### config.mk
export PLATFORM = sky130hd
export DESIGN_NAME = alu_seq_flat
export DESIGN_NICKNAME = d
export VERILOG_FILES = /design/src/rtl/alu_seq_pkg.sv /design/src/rtl/alu_seq_if.sv /design/src/rtl/alu_seq.sv /design/src/flat_wrapper.sv
export SDC_FILE = /design/constraint.sdc
export NUM_CORES = 1
export LEC_CHECK = 0
export CORE_ASPECT_RATIO = 0.9
export CORE_MARGIN = 2
export CORE_UTILIZATION = 50
export CTS_CLUSTER_DIAMETER = 30
export CTS_CLUSTER_SIZE = 40
export DETAILED_ROUTE_END_ITERATION = 16
export HOLD_SLACK_MARGIN = 0.06
export PLACE_DENSITY = 0.84
export SLEW_MARGIN = 20
export SYNTH_ARGS = -nofsm -noshare
export SYNTH_HDL_FRONTEND = slang
export SYNTH_SLANG_ARGS = --single-unit
### constraint.sdc
create_clock -name clk -period 2.75 [get_ports clk]
set_input_delay 0.4125 -clock clk [delete_from_list [all_inputs] [get_ports clk]]
set_output_delay 0.4125 -clock clk [all_outputs]
set_load 0.1 [all_outputs]
### src/rtl/alu_seq_pkg.sv
// Shared types and op decode for the nibble-serial ALU sequencer.
// Imported by the interface and the sequencer core.
package alu_seq_pkg;

    localparam int DATA_W = 8;

    typedef enum logic [2:0] {
        OP_ADD = 3'd0,
        OP_ADC = 3'd1,
        OP_SUB = 3'd2,
        OP_SBC = 3'd3,
        OP_AND = 3'd4,
        OP_XOR = 3'd5,
        OP_OR  = 3'd6,
        OP_CP  = 3'd7
    } alu_op_t;

    typedef enum logic [1:0] {
        FN_ADD = 2'd0,
        FN_AND = 2'd1,
        FN_XOR = 2'd2,
        FN_OR  = 2'd3
    } alu_fn_t;

    typedef enum logic [2:0] {
        S_IDLE  = 3'd0,
        S_LOADA = 3'd1,
        S_LOW   = 3'd2,
        S_HIGH  = 3'd3,
        S_DONE  = 3'd4
    } state_t;

    typedef struct packed {
        alu_fn_t fn;
        logic    ne;
        logic    uses_cin;
        logic    is_sub;
        logic    is_cp;
    } op_ctl_t;

    function automatic op_ctl_t op_decode(alu_op_t op);
        op_ctl_t c;
        c = '{fn: FN_ADD, ne: 1'b0, uses_cin: 1'b0,
              is_sub: 1'b0, is_cp: 1'b0};
        unique case (op)
            OP_ADD: ;
            OP_ADC: c.uses_cin = 1'b1;
            OP_SUB: begin
                c.ne     = 1'b1;
                c.is_sub = 1'b1;
            end
            OP_SBC: begin
                c.ne       = 1'b1;
                c.uses_cin = 1'b1;
                c.is_sub   = 1'b1;
            end
            OP_AND: c.fn = FN_AND;
            OP_XOR: c.fn = FN_XOR;
            OP_OR:  c.fn = FN_OR;
            OP_CP: begin
                c.ne     = 1'b1;
                c.is_sub = 1'b1;
                c.is_cp  = 1'b1;
            end
            default: ;
        endcase
        return c;
    endfunction

endpackage

### src/rtl/alu_seq_if.sv
// Request, response and ALU control bundle of the sequencer.
// slave = sequencer view, master = decode/ALU/consumer view.
interface alu_seq_if;
    import alu_seq_pkg::*;

    logic                req_valid;
    logic                req_ready;
    alu_op_t             req_op;
    logic [DATA_W-1:0]   req_a;
    logic [DATA_W-1:0]   req_b;
    logic                req_cin;

    logic [DATA_W-1:0]   alu_bus;
    logic                alu_la;
    logic                alu_lb;
    logic                alu_l;
    logic                alu_h;
    logic                alu_ne;
    alu_fn_t             alu_fn;
    logic                alu_ci;
    logic                alu_res_oe;
    logic [DATA_W-1:0]   alu_result;
    logic                alu_carry;
    logic                alu_zero;

    logic                rsp_valid;
    logic                rsp_ready;
    logic [DATA_W-1:0]   rsp_result;
    logic                rsp_z;
    logic                rsp_n;
    logic                rsp_h;
    logic                rsp_c;

    modport slave (
        input  req_valid, req_op, req_a, req_b, req_cin,
        output req_ready,
        output alu_bus, alu_la, alu_lb, alu_l, alu_h,
        output alu_ne, alu_fn, alu_ci, alu_res_oe,
        input  alu_result, alu_carry, alu_zero,
        output rsp_valid, rsp_result,
        output rsp_z, rsp_n, rsp_h, rsp_c,
        input  rsp_ready
    );

    modport master (
        output req_valid, req_op, req_a, req_b, req_cin,
        input  req_ready,
        input  alu_bus, alu_la, alu_lb, alu_l, alu_h,
        input  alu_ne, alu_fn, alu_ci, alu_res_oe,
        output alu_result, alu_carry, alu_zero,
        input  rsp_valid, rsp_result,
        input  rsp_z, rsp_n, rsp_h, rsp_c,
        output rsp_ready
    );

endinterface

### src/rtl/alu_seq.sv
// Sequencer for the nibble-serial 8-bit ALU: load A, low, high.
// Owns the half-carry latch and returns result plus Z/N/H/C.
module alu_seq
    import alu_seq_pkg::*;
#(
    parameter int W = 8
) (
    input  logic       clk,
    input  logic       nreset,
    alu_seq_if.slave   s
);

    if (W != DATA_W) begin : g_w_check
        $error("alu_seq: W must be 8, the ALU is two 4-bit halves");
    end

    state_t            state;
    alu_op_t           op_q;
    logic [DATA_W-1:0] a_q;
    logic [DATA_W-1:0] b_q;
    logic              cin_q;
    logic              hc;

    op_ctl_t           ctl;
    logic              accept;
    logic              low_ci;

    logic [DATA_W-1:0] res_n;
    logic              z_n;
    logic              n_n;
    logic              h_n;
    logic              c_n;

    assign ctl = op_decode(op_q);

    assign s.req_ready = (state == S_IDLE) ||
                         (state == S_DONE && s.rsp_ready);

    assign accept = s.req_valid && s.req_ready;

    // SBC borrows when cin is set, so its carry-in is the inverse.
    assign low_ci = ctl.uses_cin ? (cin_q ^ ctl.is_sub) : ctl.is_sub;

    // Response flags from the high-nibble step; carry means no-borrow on subtract.
    always_comb begin
        res_n = ctl.is_cp ? a_q : s.alu_result;
        z_n   = s.alu_zero;
        n_n   = ctl.is_sub;
        h_n   = 1'b0;
        c_n   = 1'b0;
        unique case (1'b1)
            ctl.is_sub: begin
                h_n = !hc;
                c_n = !s.alu_carry;
            end
            (!ctl.is_sub && ctl.fn == FN_ADD): begin
                h_n = hc;
                c_n = s.alu_carry;
            end
            (ctl.fn == FN_AND): h_n = 1'b1;
            default: ;
        endcase
    end

    // Step FSM; ALU strokes are registered one cycle ahead of their step.
    always_ff @(posedge clk or negedge nreset) begin
        if (!nreset) begin
            state        <= S_IDLE;
            op_q         <= OP_ADD;
            a_q          <= '0;
            b_q          <= '0;
            cin_q        <= 1'b0;
            hc           <= 1'b0;
            s.alu_bus    <= '0;
            s.alu_la     <= 1'b0;
            s.alu_lb     <= 1'b0;
            s.alu_l      <= 1'b0;
            s.alu_h      <= 1'b0;
            s.alu_ne     <= 1'b0;
            s.alu_fn     <= FN_ADD;
            s.alu_ci     <= 1'b0;
            s.alu_res_oe <= 1'b0;
            s.rsp_valid  <= 1'b0;
            s.rsp_result <= '0;
            s.rsp_z      <= 1'b0;
            s.rsp_n      <= 1'b0;
            s.rsp_h      <= 1'b0;
            s.rsp_c      <= 1'b0;
        end else begin
            s.alu_bus    <= '0;
            s.alu_la     <= 1'b0;
            s.alu_lb     <= 1'b0;
            s.alu_l      <= 1'b0;
            s.alu_h      <= 1'b0;
            s.alu_ne     <= 1'b0;
            s.alu_fn     <= FN_ADD;
            s.alu_ci     <= 1'b0;
            s.alu_res_oe <= 1'b0;
            unique case (state)
                S_IDLE, S_DONE: begin
                    if (state == S_DONE && s.rsp_ready) begin
                        s.rsp_valid <= 1'b0;
                        state       <= S_IDLE;
                    end
                    if (accept) begin
                        op_q      <= s.req_op;
                        a_q       <= s.req_a;
                        b_q       <= s.req_b;
                        cin_q     <= s.req_cin;
                        s.alu_bus <= s.req_a;
                        s.alu_la  <= 1'b1;
                        state     <= S_LOADA;
                    end
                end
                S_LOADA: begin
                    s.alu_bus <= b_q;
                    s.alu_lb  <= 1'b1;
                    s.alu_l   <= 1'b1;
                    s.alu_fn  <= ctl.fn;
                    s.alu_ne  <= ctl.ne;
                    s.alu_ci  <= low_ci;
                    state     <= S_LOW;
                end
                S_LOW: begin
                    hc           <= s.alu_carry;
                    s.alu_h      <= 1'b1;
                    s.alu_res_oe <= 1'b1;
                    s.alu_fn     <= ctl.fn;
                    s.alu_ne     <= ctl.ne;
                    s.alu_ci     <= s.alu_carry;
                    state        <= S_HIGH;
                end
                S_HIGH: begin
                    s.rsp_valid  <= 1'b1;
                    s.rsp_result <= res_n;
                    s.rsp_z      <= z_n;
                    s.rsp_n      <= n_n;
                    s.rsp_h      <= h_n;
                    s.rsp_c      <= c_n;
                    state        <= S_DONE;
                end
                default: state <= S_IDLE;
            endcase
        end
    end

    // The two nibble steps never overlap.
    a_lh_excl: assert property (
        @(posedge clk) disable iff (!nreset) !(s.alu_l && s.alu_h)
    );

endmodule

### src/flat_wrapper.sv
// flat-port wrapper written by rule: the top's interface ports become plain ports
module alu_seq_flat import alu_seq_pkg::*;
#(
    parameter int W = 8
)
  (clk, nreset, s_req_valid, s_req_op, s_req_a, s_req_b, s_req_cin, s_req_ready, s_alu_bus, s_alu_la, s_alu_lb, s_alu_l, s_alu_h, s_alu_ne, s_alu_fn, s_alu_ci, s_alu_res_oe, s_alu_result, s_alu_carry, s_alu_zero, s_rsp_valid, s_rsp_result, s_rsp_z, s_rsp_n, s_rsp_h, s_rsp_c, s_rsp_ready);
  alu_seq_if s_i ();
  input  logic clk;
  input  logic nreset;
  input wire logic [$bits(s_i.req_valid)-1:0] s_req_valid;
  input wire logic [$bits(s_i.req_op)-1:0] s_req_op;
  input wire logic [$bits(s_i.req_a)-1:0] s_req_a;
  input wire logic [$bits(s_i.req_b)-1:0] s_req_b;
  input wire logic [$bits(s_i.req_cin)-1:0] s_req_cin;
  output wire logic [$bits(s_i.req_ready)-1:0] s_req_ready;
  output wire logic [$bits(s_i.alu_bus)-1:0] s_alu_bus;
  output wire logic [$bits(s_i.alu_la)-1:0] s_alu_la;
  output wire logic [$bits(s_i.alu_lb)-1:0] s_alu_lb;
  output wire logic [$bits(s_i.alu_l)-1:0] s_alu_l;
  output wire logic [$bits(s_i.alu_h)-1:0] s_alu_h;
  output wire logic [$bits(s_i.alu_ne)-1:0] s_alu_ne;
  output wire logic [$bits(s_i.alu_fn)-1:0] s_alu_fn;
  output wire logic [$bits(s_i.alu_ci)-1:0] s_alu_ci;
  output wire logic [$bits(s_i.alu_res_oe)-1:0] s_alu_res_oe;
  input wire logic [$bits(s_i.alu_result)-1:0] s_alu_result;
  input wire logic [$bits(s_i.alu_carry)-1:0] s_alu_carry;
  input wire logic [$bits(s_i.alu_zero)-1:0] s_alu_zero;
  output wire logic [$bits(s_i.rsp_valid)-1:0] s_rsp_valid;
  output wire logic [$bits(s_i.rsp_result)-1:0] s_rsp_result;
  output wire logic [$bits(s_i.rsp_z)-1:0] s_rsp_z;
  output wire logic [$bits(s_i.rsp_n)-1:0] s_rsp_n;
  output wire logic [$bits(s_i.rsp_h)-1:0] s_rsp_h;
  output wire logic [$bits(s_i.rsp_c)-1:0] s_rsp_c;
  input wire logic [$bits(s_i.rsp_ready)-1:0] s_rsp_ready;
  assign s_i.req_valid = s_req_valid;
  assign s_i.req_op = s_req_op;
  assign s_i.req_a = s_req_a;
  assign s_i.req_b = s_req_b;
  assign s_i.req_cin = s_req_cin;
  assign s_req_ready = s_i.req_ready;
  assign s_alu_bus = s_i.alu_bus;
  assign s_alu_la = s_i.alu_la;
  assign s_alu_lb = s_i.alu_lb;
  assign s_alu_l = s_i.alu_l;
  assign s_alu_h = s_i.alu_h;
  assign s_alu_ne = s_i.alu_ne;
  assign s_alu_fn = s_i.alu_fn;
  assign s_alu_ci = s_i.alu_ci;
  assign s_alu_res_oe = s_i.alu_res_oe;
  assign s_i.alu_result = s_alu_result;
  assign s_i.alu_carry = s_alu_carry;
  assign s_i.alu_zero = s_alu_zero;
  assign s_rsp_valid = s_i.rsp_valid;
  assign s_rsp_result = s_i.rsp_result;
  assign s_rsp_z = s_i.rsp_z;
  assign s_rsp_n = s_i.rsp_n;
  assign s_rsp_h = s_i.rsp_h;
  assign s_rsp_c = s_i.rsp_c;
  assign s_i.rsp_ready = s_rsp_ready;
  alu_seq #(.W(W)) u_core (.clk(clk), .nreset(nreset), .s(s_i));
endmodule
Word-level counts from Yosys, hierarchy flattened
Cells that the tools add are included.
{ "totals": {"ff_bits": 52, "input_bits": 34, "output_inout_bits": 31, "wordCells": 72} }
{ "classes": {"eq_ne": 14, "mux": 22, "bitwise": 1, "n_reduce_logical": 16} }
{ "op_table": {"columns": ["op", "n"], "rows": [
  ["$mux W8", 2],
  ["$pmux W8 S2", 1],
  ["$eq A3 B3 Y1 const B", 5],
  ["$eq A3 B2 Y1 const B", 4],
  ["$pmux W3 S4", 1],
  ["$mux W1", 10],
  ["$eq A3 B1 Y1 const B", 2],
  ["$mux W3", 2],
  ["$pmux W1 S2", 3],
  ["$pmux W2 S3", 1],
  ["$reduce_or A2 Y1", 3],
  ["$reduce_and A2 Y1", 2],
  ["$logic_and A1 B1 Y1", 3],
  ["$logic_not A1 Y1", 3],
  ["$logic_not A3 Y1", 1],
  ["$ne A3 B1 Y1 const B", 1],
  ["$pmux W1 S3", 1],
  ["$reduce_or A3 Y1", 1],
  ["$eq A2 B1 Y1 const B", 1],
  ["$logic_not A2 Y1", 1],
  ["$mux W2", 1],
  ["$ne A2 B1 Y1 const B", 1],
  ["$reduce_bool A2 Y1", 1],
  ["$logic_or A1 B1 Y1", 1],
  ["$xor A1 B1 Y1", 1]
]} }

Logic depth before layout (Yosys ltp)
{ "logic_depth": {"word_depth": 6, "depth_mapped": 6, "depth_no_buf": 4} }

Worst setup path after synthesis
No wires, ideal clock.
{ "synth_path": {"kind": "flip-flop to output port", "startpoint": "register u_core.state[0]", "endpoint": "output port s_req_ready", "arrival_ns": 1.396, "required_time_ns": 2.338, "setup_slack_ns": 0.942, "stages_incl_launch_ff": 4, "n_path_buf": 1, "path_cell_list": "dfrtp_1 > buf_2 > nor2_2 > and2_1"} }
{ "synth_between": {"elab_chain_len": 3, "word_cells_on_any_way": 4, "classes_between": "eq/ne (1); reduce/logical (3)"} }
{ "synth_lines": {"columns": ["item", "line_no", "source"], "rows": [
  ["start, declared", "alu_seq.sv:17", "state_t state;"],
  ["start signal, assigned", "alu_seq.sv:68", "state <= S_IDLE;"],
  ["start signal, assigned", "alu_seq.sv:103", "state <= S_IDLE;"],
  ["start signal, assigned", "alu_seq.sv:112", "state <= S_LOADA;"],
  ["$eq A3 B3 Y1", "alu_seq.sv:37", "(state == S_DONE && s.rsp_ready);"],
  ["$logic_and A1 B1 Y1", "alu_seq.sv:37", null],
  ["$logic_or A1 B1 Y1 (*)", "alu_seq.sv:36", "assign s.req_ready = (state == S_IDLE) ||"],
  ["end, declared", "flat_wrapper.sv:15", "output wire logic [$bits(s_i.req_ready)-1:0] s_req_ready;"]
]} }
Mark *: on every way between the ends. The rest lies on a longest branch, timed or not.

Worst setup path after layout
{ "layout_path": {"startpoint": "input port s_rsp_ready", "endpoint": "output port s_req_ready"} }
{ "layout_between": {"elab_chain_len": 2} }
{ "layout_lines": {"columns": ["item", "line_no", "source"], "rows": [
  ["start, declared", "flat_wrapper.sv:34", "input wire logic [$bits(s_i.rsp_ready)-1:0] s_rsp_ready;"],
  ["$logic_and A1 B1 Y1", "alu_seq.sv:37", null],
  ["$logic_or A1 B1 Y1", "alu_seq.sv:36", null]
]} }
Every way passes these cells.

==> impl_metrics.toml <==
[synthesis]
synthTopCellsByArea = "dfrtp_1 61%, mux2_4 7.0%, mux2_2 5.8%"
synth_ff_type = "dfrtp_1"
syn-cell-area_mm2 = 0.00214
synth.distinct_cells = 31
syn_area_per_cell_um2 = 13.3
async_flop_share_pct = 100
yosysTopAreaCellShare_pct = 60.7
synth-edff-count = 0
seq_area_frac_synth_pct = 60.7
synth_top_area_cell = "dfrtp_1"
synthesis.nets = 195
ys_ff_latch = 52
synthTopCellsByCount = "52 x dfrtp_1, 16 x nand2_1, 11 x mux2_2, 11 x o21ai_0, 10 x mux2_4"
synthCells = 161
yosys_warnings = 0
synth_most_common_cell = "dfrtp_1"

[critical_path]
r2r_slack_ns = 1.20
reg2reg_from = "u_core.state[1]"
cp_data_required_time_ns = 2.34
worstPathArrival_ns = 1.47
crit_path_max_fanout = 3
reg2reg_to = "u_core.b_q[1]"
cp-end-kind = "output pin"
path_class = "primary input to output pin"
startpoint_type = "primary input"
reg2regPathDepth = 4

[cts]
post_cts_buffers = 0
cts-root-buf = "clkbuf_8"
hold_buffers = 1
htree_levels = 2
cts_tree = "yes"
post_cts_resize_count = 0
clk_path_buf_depth = 2
clk_pin_slew_worst_paths_ns = 0.09
clock-sinks = 52
numCtsBuffers = 5
clk_latency_ns = 0.30

[detailed_routing]
dr.pass1.iters = 4
vias = 1432
wire_per_inst_um = 14.5
ant_nets = 0
viasPerCell = 5.21
drt_iter0_drc = 87
wl_mm = 3.99
drc = 0

[sta]
setup_viol = 0
final_hold_viol_count = 0
worst_pin_slew_ns = 0.552
timing.fmax_ghz = 0.531
whs_ns = 0.482
skew_ns = 0.00654
rsz0062_at_grt = "false"
period_share_pct = 68.5
final.setup.tns_ns = 0
maxSlewHeadroom_pct = 63.1
maxSlewViolCount = 0
period_needed_ns = 1.88

[floorplan]
die_h_um = 66.1
dieArea_mm2 = 0.00483
io_pins = 65
core_mm2 = 0.00410
row_count = 22
die_w_um = 73.0
initial_utilization_pct = 52.3

[cells_and_area]
fin_nets = 260
areaGrowthSynthToFinish_pct = 33.0
antennaDiodeCount = 0
drive_gt1_share_pct = 30.0

[global_routing]
antenna_found_initial = 0
grt_pass1_wl_mm = 6.57
first_global_vias = 1378
grt_max_degree = 34
grtUsageTotal_pct = 18.5
overflow = 0

[run_status]
status = "finished, final reports clean"

[hold_path]
worstHoldStart = "u_core.s.rsp_result[2]"
hp-class = "flip-flop to flip-flop"
worstHoldEndpoint = "u_core.s.rsp_result[2]"
holdPathStages = 2

[placement]
dp_hpwl_mm = 2.92
port_buffers = 64
place.gp.congestion = 0.773

[job]
maxCapViolCount = 0
==> logic make-up (layout without fill, tap and decap cells) <==
group	count (synthesis)	in the layout	share of synthesized area [%]
DFF	52	52	60.7
and+or+nand+nor	36	36	9.28
muxes	29	29	16.5
AOI/OAI and AO/OA	27	27	8.29
buffers and inverters	15	81	4.38
xor gates and xnor gates	2	2	0.817
==> registers in the layout, summed over array words and instances (netlist names), 2 cells and up <==
register / cells
u_core.s.rsp_result: 8
u_core.s.alu_bus: 8
u_core.b_q: 8
u_core.s.alu_fn: 2
u_core.a_q: 8
u_core.op_q: 3
u_core.state: 3
==> worst max-delay path by stage <==
stage / startpoint / end / slack, ns / cells after the start
after floorplan: u_core.state[0] / s_req_ready / 0.94 / 3
after global placement: s_rsp_ready / u_core.b_q[2] / 0.78 / 5
after detailed placement: s_rsp_ready / u_core.b_q[1] / 0.76 / 5
after CTS: s_rsp_ready / s_req_ready / 0.86 / 4
after global routing: s_rsp_ready / s_req_ready / 0.83 / 4
final: s_rsp_ready / s_req_ready / 0.87 / 4
==> through the flow <==
stage               instances  setup WS, ns  area, um^2  utilization, %
floorplan                 161         0.942        2140               -
global placement          266         0.778        2730            66.5
detailed placement        266         0.763        2730            66.5
CTS                       275         0.860        2850            69.5
global route              275         0.826        2850            69.5
finish                    275         0.865        2850            69.5
==> worst max-delay path, stage by stage <==
cell and delay [ns]:
clkdlybuf4s50_1 0.47, nand2b_1 0.19, and2_1 0.21, buf_12 0.19
==> layout make-up <==
| cell class | count | area [um^2] |
|---|---|---|
| Clock buffer | 5 | 68.8 |
| Clock inverter | 3 | 46.3 |
| Fill cell | 301 | 1250 |
| Inverter | 5 | 23.8 |
| Multi-Input combinational cell | 94 | 748 |
| Sequential cell | 52 | 1300 |
| Tap cell | 48 | 60.1 |
| Timing Repair Buffer | 68 | 603 |
==> cell usage in the layout (no fill, tap or decap), drive strengths merged <==
cell type       n
nand2          16
mux2           21
a21o            1
a31oi           1
nand3b          2
o21ai          11
clkbuf          5
inv             6
buf            35
or2             1
a21oi           3
o31ai           1
nor3b           4
nand3           2
nor2            5
xor2            2
a2111oi         1
clkinvlp        1
and2            2
dlygate4sd3     1
nor3            1
dfrtp          52
clkdlybuf4s50  32
nand4b          1
a22o            8
nand2b          2
o211ai          1
bufinv          1
mux2i           8
==> metal layers <==
layer / wire, um / vias up / part of all wire (%) / GRT usage [%]
met5: 0 / - / 0 / 0
met4: 48 / 0 / 1.2 / 5.56
met3: 155 / 6 / 3.9 / 5.03
met2: 1950 / 34 / 49 / 29.4
met1: 1840 / 701 / 46 / 24.9
li1: - / 691 / - / -
Power is left out: the tool's default activity adds up to more than one toggle a clock period on the data nets, which glitch-free logic cannot reach.
